<file path="config.mk">
export PLATFORM = sky130hd
export DESIGN_NAME = inverse_scale_2x2
export DESIGN_NICKNAME = d
export VERILOG_FILES = /design/src/rtl/inverse_scale_2x2.sv
export SDC_FILE = /design/constraint.sdc
export NUM_CORES = 1
export LEC_CHECK = 0
export ABC_AREA = 0
export CORE_UTILIZATION = 49
export CTS_CLUSTER_DIAMETER = 30
export DETAILED_ROUTE_END_ITERATION = 6
export MAX_ROUTING_LAYER = met4
export PLACE_DENSITY = 0.76
export SYNTH_ARGS = -nofsm -noshare
export SYNTH_HDL_FRONTEND = slang
export SYNTH_SLANG_ARGS = --single-unit
</file>
<file path="constraint.sdc">
create_clock -name clk -period 3.05 [get_ports clk]
set_clock_uncertainty 0.05 [all_clocks]
set_input_delay 0.61 -clock clk [delete_from_list [all_inputs] [get_ports clk]]
set_output_delay 0.61 -clock clk [all_outputs]
set_load 0.03 [all_outputs]
</file>
<file path="src/rtl/inverse_scale_2x2.sv">
// Back-end of the 2x2 inverse: divides four adjugate elements by the determinant
// through one shared serial restoring divider, producing signed Qx.FRAC results.
module inverse_scale_2x2 #(
  parameter int unsigned FRAC = 4
) (
  input  logic              clk,
  input  logic              rst_n,
  input  logic              in_valid,
  output logic              in_ready,
  input  logic [3:0]        adj11,
  input  logic [3:0]        adj12,
  input  logic [3:0]        adj21,
  input  logic [3:0]        adj22,
  input  logic [7:0]        det,
  output logic              out_valid,
  input  logic              out_ready,
  output logic [FRAC+4:0]   inv11,
  output logic [FRAC+4:0]   inv12,
  output logic [FRAC+4:0]   inv21,
  output logic [FRAC+4:0]   inv22,
  output logic              singular
);

  localparam int unsigned W    = FRAC + 5;
  localparam int unsigned N    = FRAC + 4;
  localparam int unsigned DETW = 8;
  localparam int unsigned CW   = (N > 1) ? $clog2(N) : 1;

  typedef enum logic [1:0] {IDLE, DIV, DONE} state_t;

  state_t          state, state_next;
  logic [3:0]      adj_r [4];
  logic [DETW-1:0] det_r;
  logic [1:0]      idx;
  logic [CW-1:0]   cnt;
  logic [DETW-1:0] rem;
  logic [N-1:0]    quo;
  logic [W-1:0]    inv_r [4];

  logic            accept_c, take_c, last_step_c, last_elem_c;
  logic [DETW-1:0] dmag_c;
  logic [DETW:0]   trial_c;
  logic            ge_c;
  logic [DETW-1:0] rem_next_c;
  logic [N-1:0]    quo_next_c;
  logic [W-1:0]    mag_c, result_c;
  logic            neg_c;

  // Unsigned dividend |a| << FRAC; |a| <= 8 always fits the N bits
  function automatic logic [N-1:0] dividend(input logic [3:0] a);
    logic [3:0] m;
    m = a[3] ? 4'(-a) : a;
    return {m, {FRAC{1'b0}}};
  endfunction

  assign accept_c    = in_valid && in_ready;
  assign take_c      = out_valid && out_ready;
  assign last_step_c = (cnt == CW'(N - 1));
  assign last_elem_c = (idx == 2'd3);

  // One restoring-division step on the current element
  always_comb begin
    dmag_c     = det_r[DETW-1] ? DETW'(-det_r) : det_r;
    trial_c    = {rem, quo[N-1]};
    ge_c       = (trial_c >= {1'b0, dmag_c});
    rem_next_c = ge_c ? DETW'(trial_c - {1'b0, dmag_c}) : DETW'(trial_c);
    quo_next_c = {quo[N-2:0], ge_c};
    mag_c      = W'(quo_next_c);
    neg_c      = adj_r[idx][3] ^ det_r[DETW-1];
    result_c   = neg_c ? W'(-mag_c) : mag_c;
  end

  always_comb begin
    state_next = state;
    case (state)
      IDLE: if (accept_c) state_next = (det == '0) ? DONE : DIV;
      DIV:  if (last_step_c && last_elem_c) state_next = DONE;
      DONE: if (take_c) state_next = IDLE;
      default: state_next = IDLE;
    endcase
  end

  // State plus handshake flags, registered from the next state
  always_ff @(posedge clk or negedge rst_n) begin
    if (!rst_n) begin
      state     <= IDLE;
      in_ready  <= 1'b1;
      out_valid <= 1'b0;
    end else begin
      state     <= state_next;
      in_ready  <= (state_next == IDLE);
      out_valid <= (state_next == DONE);
    end
  end

  always_ff @(posedge clk or negedge rst_n) begin
    if (!rst_n) begin
      for (int i = 0; i < 4; i++) begin
        adj_r[i] <= '0;
        inv_r[i] <= '0;
      end
      det_r    <= '0;
      idx      <= '0;
      cnt      <= '0;
      rem      <= '0;
      quo      <= '0;
      singular <= 1'b0;
    end else if (accept_c) begin
      adj_r[0] <= adj11;
      adj_r[1] <= adj12;
      adj_r[2] <= adj21;
      adj_r[3] <= adj22;
      det_r    <= det;
      idx      <= '0;
      cnt      <= '0;
      rem      <= '0;
      quo      <= dividend(adj11);
      if (det == '0) begin
        singular <= 1'b1;
        for (int i = 0; i < 4; i++) inv_r[i] <= '0;
      end
    end else if (state == DIV) begin
      if (last_step_c) begin
        inv_r[idx] <= result_c;
        idx        <= idx + 2'd1;
        cnt        <= '0;
        rem        <= '0;
        quo        <= dividend(adj_r[idx + 2'd1]);
        if (last_elem_c) singular <= 1'b0;
      end else begin
        cnt <= cnt + CW'(1);
        rem <= rem_next_c;
        quo <= quo_next_c;
      end
    end
  end

  assign inv11 = inv_r[0];
  assign inv12 = inv_r[1];
  assign inv21 = inv_r[2];
  assign inv22 = inv_r[3];

endmodule

</file>
==> qor.yml, run 1 <==
grt_pass1_wl_um: 18700
p_per_area_mw_per_mm2: 1300
path_cells: "inv_1, ha_1, nand2_1, nand2_1, xor2_1, ha_1, nand3_1, o2111a_1, or2_4, ha_4, mux2i_1, o21ai_0"
status: "complete, no violations"
clkPwrFrac: 0.118
clk_pin_slew_worst_paths_ns: 0.08
port-buffer-count: 66
critPathKind: "register to register"
cts_buffers: 9
syn_area_mm2: 0.00461
synth-seq-cells: 86
postPlaceCellArea_mm2: 0.00545
routed_wl_um: 11200
p_int_mw: 4.10
dp_hpwl_um: 8100
hold_viol: 0
dieWidth_um: 99.0
mostFrequentLayoutCell: "nand2_1"
synth_cells: 514
synthArstFlopShare: 1.00
r2r_setup_slack_ns: 0.19
tightestPinTransition_ns: 0.984
final_area_mm2: 0.00579
fmax_mhz: 350
cp_slowest_cell: "dfrtp_1"
ir_drop_v: 0.000650
r2r-end: "inv21[1]"
antenna_found_initial: 0
cts.sinks: 86
avgRoutedWirePerCell_um: 16.0
rsz0062_at_grt: "true"
timing.final.ws_setup_ns: 0.195
synth_edf_count: 0
clock_latency_ns: 0.36
fin_total_pwr_mw: 7.54
p_sw_frac: 0.457
end_kind: "register"
htreeDepth: 3
synth_nets: 561
cp_max_fo: 4
vias: 4016
p_leak_nw: 2.60
grt_remaining_overflow: 0
yosysUniqueCellTypes: 51
ios: 67
syn_avg_cell_area_um2: 8.97
core_mm2: 0.00915
cts_tree: "yes"
yosys_warnings: 0
holdCritPathClass: "input pin to async pin"
finalCritPeriodShare: 0.936
final_core_util: 0.632
yosysSeqAreaShare: 0.467
arrival_ns: 3.02
drv_cap: 0
fp-row-count: 35
final_antenna_net_count: 0
gr-usage-all-layers: 0.251
power.switching_mw: 3.44
die_y_um: 99.0
grt_max_degree: 53
finalSetupViolations: 0
drt-initial-drc-count: 194
drive_above_1_share: 0.113
syn_to_final_growth_pct: 25.6
cts_root_buffer: "clkbuf_8"
required_ns: 3.22
finalMaxSlewViolations: 0
viasPerCell: 5.71
cts_max_path_buffers: 2
seqPwrFrac: 0.263
die-area_mm2: 0.00980
drc: 0
grt_pass1_vias: 3768
layout_common_cells: "nand2_1 (122), dfrtp_1 (85), clkdlybuf4s50_1 (65), o21ai_0 (47), nor2_1 (30)"
r2r_cells: 12
r2r_start: "det_r[1]"
synth_top_flop_cell: "dfrtp_1"
relSlewSlack: 0.342
place_ws_ns: -0.0265
worstSetupStartpointType: "register"
nNetsFinal: 634
cpPeakStageDelay_ns: 0.40
initial_core_util: 0.503
power_frac_comb: 0.620
gp_congestion: 0.879
diodes: 0
period_needed_ns: 2.86
dr.pass1.iters: 7
-- through the flow --
step                      hold slack, ns  TNS (ns)  std cells
final                              0.236         0        703
after global routing               0.286    -0.100        703
after CTS                          0.243         0        700
after detailed placement           0.412   -0.0853        683
after global placement             0.404         0        683
after floorplan                    0.264         0        514
-- flip-flops by register name, indices dropped and copies added (netlist names), 3 cells and up --
| register | count |
|---|---|
| inv22 | 9 |
| inv12 | 9 |
| adj_r | 16 |
| inv11 | 9 |
| det_r | 8 |
| cnt | 3 |
| inv21 | 9 |
| quo | 8 |
| rem | 8 |
-- cells in the mapped netlist (2+ instances only) --
library cell / n / area [um^2]
a211oi_1: 2 / 15.0
a21oi_1: 20 / 100
a221oi_1: 3 / 26.3
a222oi_1: 2 / 20.0
a22o_1: 2 / 17.5
a311oi_1: 4 / 35.0
a31oi_1: 6 / 37.5
a32oi_1: 2 / 17.5
and3_1: 5 / 31.3
buf_2: 2 / 10.0
buf_4: 2 / 15.0
clkbuf_1: 23 / 86.3
dfrtp_1: 85 / 2130
ha_1: 18 / 225
inv_1: 16 / 60.1
mux2i_1: 9 / 90.1
mux4_2: 5 / 113
nand2_1: 122 / 458
nand2b_1: 4 / 25.0
nand3_1: 22 / 110
nor2_1: 31 / 116
nor2b_1: 7 / 43.8
nor3_1: 14 / 70.1
nor4_1: 8 / 50.1
o21a_1: 2 / 15.0
o21ai_0: 49 / 245
o21bai_1: 3 / 22.5
o22ai_1: 3 / 18.8
o31ai_1: 3 / 22.5
o41ai_1: 4 / 35.0
or2_2: 2 / 12.5
or3_1: 2 / 12.5
xnor2_1: 9 / 78.8
xor2_1: 6 / 52.6
-- worst max-delay path: cells and delay by family (launching register included) --
kind / cells / cell delay [ns]
AND/OR/NAND/NOR: 4 / 0.53
XOR/XNOR: 1 / 0.16
multiplexers: 1 / 0.27
buffers and inverters: 1 / 0.09
flip-flops: 1 / 0.40
adder cells (fa/ha/maj): 3 / 0.78
AO/OA/AOI/OAI: 2 / 0.46
-- metal layers --
metal / up-vias / global-route usage / wire length (um)
li1: 1947 / - / -
met1: 1932 / 0.337 / 5160
met2: 120 / 0.401 / 5400
met3: 17 / 0.0369 / 529
met4: 0 / 0.0677 / 148
met5: - / - / 0
-- power groups by stage --
stage	logic [mW]	registers [mW]	clock network (mW)
final	4.67	1.98	0.887
after global routing	5.13	2.05	0.942
after CTS	4.38	1.96	0.900
after detailed placement	4.30	1.99	0
after global placement	4.19	1.96	0
after floorplan	2.86	2.12	0
-- final cells by class --
| type | instances | area (um^2) |
|---|---|---|
| Fill cell | 765 | 3360 |
| Multi-Input combinational cell | 384 | 2370 |
| Sequential cell | 86 | 2150 |
| Clock inverter | 5 | 81.3 |
| Inverter | 16 | 60.1 |
| Tap cell | 111 | 139 |
| Clock buffer | 11 | 131 |
| Timing Repair Buffer | 90 | 851 |
-- repair_timing --
item	CTS	global route
setup endpoints to repair	9	29
hold buffers	0	0
pin swaps	1	6
gates cloned	0	0
resized for setup	4	16
setup buffers	1	3
-- kinds of logic (layout without fill, tap and decap cells) --
family                   after synthesis  in the layout  share of synthesized area
AND/OR/NAND/NOR                      220            220                      0.207
AO/OA/AOI/OAI                        115            115                      0.156
buffers and inverters                 44            122                     0.0380
XOR/XNOR                              16             16                     0.0345
adder cells (fa/ha/maj)               19             19                     0.0532
multiplexers                          14             14                     0.0440
flip-flops                            86             86                      0.467
-- how the worst max path moves through the flow --
| stage | startpoint | to | slack (ns) | cells after the start |
|---|---|---|---|---|
| 6_report | det_r[1] | inv21[1] | 0.19 | 12 |
| 3_3_place_gp | det_r[2] | inv11[6] | 0.05 | 12 |
| 3_5_place_dp | det_r[2] | inv21[6] | -0.03 | 12 |
| 5_1_grt | det_r[2] | inv11[1] | -0.04 | 11 |
| 2_1_floorplan | det_r[3] | inv11[6] | 0.03 | 13 |
| 4_1_cts | det_r[2] | inv21[6] | 0.003 | 12 |
No activity file was read; power rests on OpenSTA's default activity.
==> run 2, diff against run 1 <==
--- a/config.mk
+++ b/config.mk
@@ -5,7 +5,6 @@
 export SDC_FILE = /design/constraint.sdc
 export NUM_CORES = 1
 export LEC_CHECK = 0
-export ABC_AREA = 0
 export CORE_UTILIZATION = 49
 export CTS_CLUSTER_DIAMETER = 30
 export DETAILED_ROUTE_END_ITERATION = 6
==> results of run 2 <==
The final DEF is identical to that of run 1; final timing and power are the same.
==> run 3, diff against run 2 <==
--- a/config.mk
+++ b/config.mk
@@ -6,7 +6,7 @@
 export NUM_CORES = 1
 export LEC_CHECK = 0
 export CORE_UTILIZATION = 49
-export CTS_CLUSTER_DIAMETER = 30
+export CTS_CLUSTER_DIAMETER = 120
 export DETAILED_ROUTE_END_ITERATION = 6
 export MAX_ROUTING_LAYER = met4
 export PLACE_DENSITY = 0.76
==> constraint.sdc (replaced) <==
create_clock -name clk -period 3.05 [get_ports clk]
set_clock_uncertainty 0.05 [all_clocks]
set_input_delay 0.7625 -clock clk [delete_from_list [all_inputs] [get_ports clk]]
set_output_delay 0.7625 -clock clk [all_outputs]
set_load 0.03 [all_outputs]
==> qor.yml, run 3 (synthesized netlist as in run 1, its figures left out) <==
status: "complete, no violations"
dr.pass1.iters: 6
viasPerCell: 5.74
dp_hpwl_um: 8070
holdWs_ns: 0.329
die_y_um: 99.0
finalMaxSlewViolations: 0
routed_wl_um: 11300
critPathKind: "register to register"
grt_pass1_vias: 3892
num-fill-cells: 737
relSlewSlack: 0.326
cts_root_buffer: "clkbuf_8"
p_per_area_mw_per_mm2: 1300
ios: 67
hold_viol: 0
p_leak_nw: 2.61
nNetsFinal: 636
avgRoutedWirePerCell_um: 16.0
period_needed_ns: 2.91
cts_buffers: 9
drt-initial-drc-count: 330
mostFrequentLayoutCell: "nand2_1"
cts_tree: "yes"
cts.sinks: 86
clock_latency_ns: 0.36
grt_pass1_wl_um: 18500
initial_core_util: 0.503
drv_cap: 0
end_kind: "register"
fin_total_pwr_mw: 7.60
place_ws_ns: -0.0431
required_ns: 3.23
htreeDepth: 3
largest-register: "adj_r"
tightestPinTransition_ns: 1.01
fp-row-count: 35
layout_common_cells: "nand2_1 (122), dfrtp_1 (85), clkdlybuf4s50_1 (65), o21ai_0 (46), nor2_1 (31)"
core_mm2: 0.00915
grt_remaining_overflow: 0
fmax_mhz: 343
gp_congestion: 0.967
arrival_ns: 3.10
rsz0062_at_grt: "true"
port-buffer-count: 66
gr-usage-all-layers: 0.247
largest_register_ffs: 16
die-area_mm2: 0.00980
grt_max_degree: 45
ir_drop_v: 0.000675
antenna_found_initial: 0
clk_pin_slew_worst_paths_ns: 0.09
cp_max_fo: 5
worstSetupStartpointType: "register"
finalCritPeriodShare: 0.955
r2r_setup_slack_ns: 0.14
drc: 0
drive_above_1_share: 0.125
dieWidth_um: 99.0
holdCritPathClass: "input pin to async pin"
vias: 4045
timing.final.ws_setup_ns: 0.138
finalSetupViolations: 0
final_antenna_net_count: 0
cts_max_path_buffers: 2
diodes: 0
syn_to_final_growth_pct: 26.7
==> run 3: cell types whose count changed in the layout (fill, tap and decap cells not counted), sizes merged <==
cell      delta
bufinv       -1
buf          +2
clkbuf       -1
clkinvlp     +2
==> run 3: worst max-delay path, cell delays in order, from the launching register on <==
cell and delay [ns]:
dfrtp_1 0.43, or3_4 0.40, o21ai_2 0.16, xor2_1 0.22, ha_1 0.29, a21oi_2 0.22
nand3_2 0.12, o31ai_2 0.09, or2_4 0.18, ha_2 0.25, mux2i_1 0.24, o21ai_0 0.14
==> run 3: power by group <==
| group | switching, mW | internal, mW |
|---|---|---|
| sequential | 0.400 | 1.59 |
| clock | 0.429 | 0.405 |
| combinational | 2.69 | 2.09 |
==> run 3: timing repair <==
action,4_1_cts,5_1_grt
endpoints found under the setup margin,12,30
setup buffers,0,5
hold buffers,0,0
resized for setup,5,20
pin swaps,1,5
gates cloned,0,0
==> run 3: worst paths after layout <==
kind / endpoint / start / cells past startpoint
max in group asynchronous: in_ready / rst_n / 2
min: inv21[2] / rst_n / 1
max reg2reg: inv11[1] / det_r[2] / 11
max: inv11[1] / det_r[2] / 11
min reg2reg: adj_r[5] / adj_r[5] / 2
min in group clk: adj_r[5] / adj_r[5] / 2
==> run 3: through the flow <==
step | instances | TNS (ns) | area (um^2) | utilization
global route | 705 | -1.33 | 5840 | 0.638
global placement | 684 | 0 | 5470 | 0.598
finish | 705 | 0 | 5840 | 0.638
detailed placement | 684 | -0.214 | 5470 | 0.598
CTS | 700 | 0 | 5700 | 0.623
floorplan | 514 | 0 | 4610 | -
==> run 3: layer usage <==
metal  wire length [um]  track usage  vias to the layer above
met3                548       0.0355                       19
met2               5460        0.392                      122
met4                200       0.0964                        0
met5                  0            -                        -
met1               5080        0.321                     1967
li1                   -            -                     1937
==> run 3: area by class of cell <==
class,instances,area (um^2),share of cell area
clock inverters,6,70.1,0.0120
clock buffers,10,138,0.0236
multi-input cells,384,2400,0.410
repair buffers,92,882,0.151
inverters,16,60.1,0.0103
flip-flops and latches,86,2150,0.369
well taps,111,139,0.0238
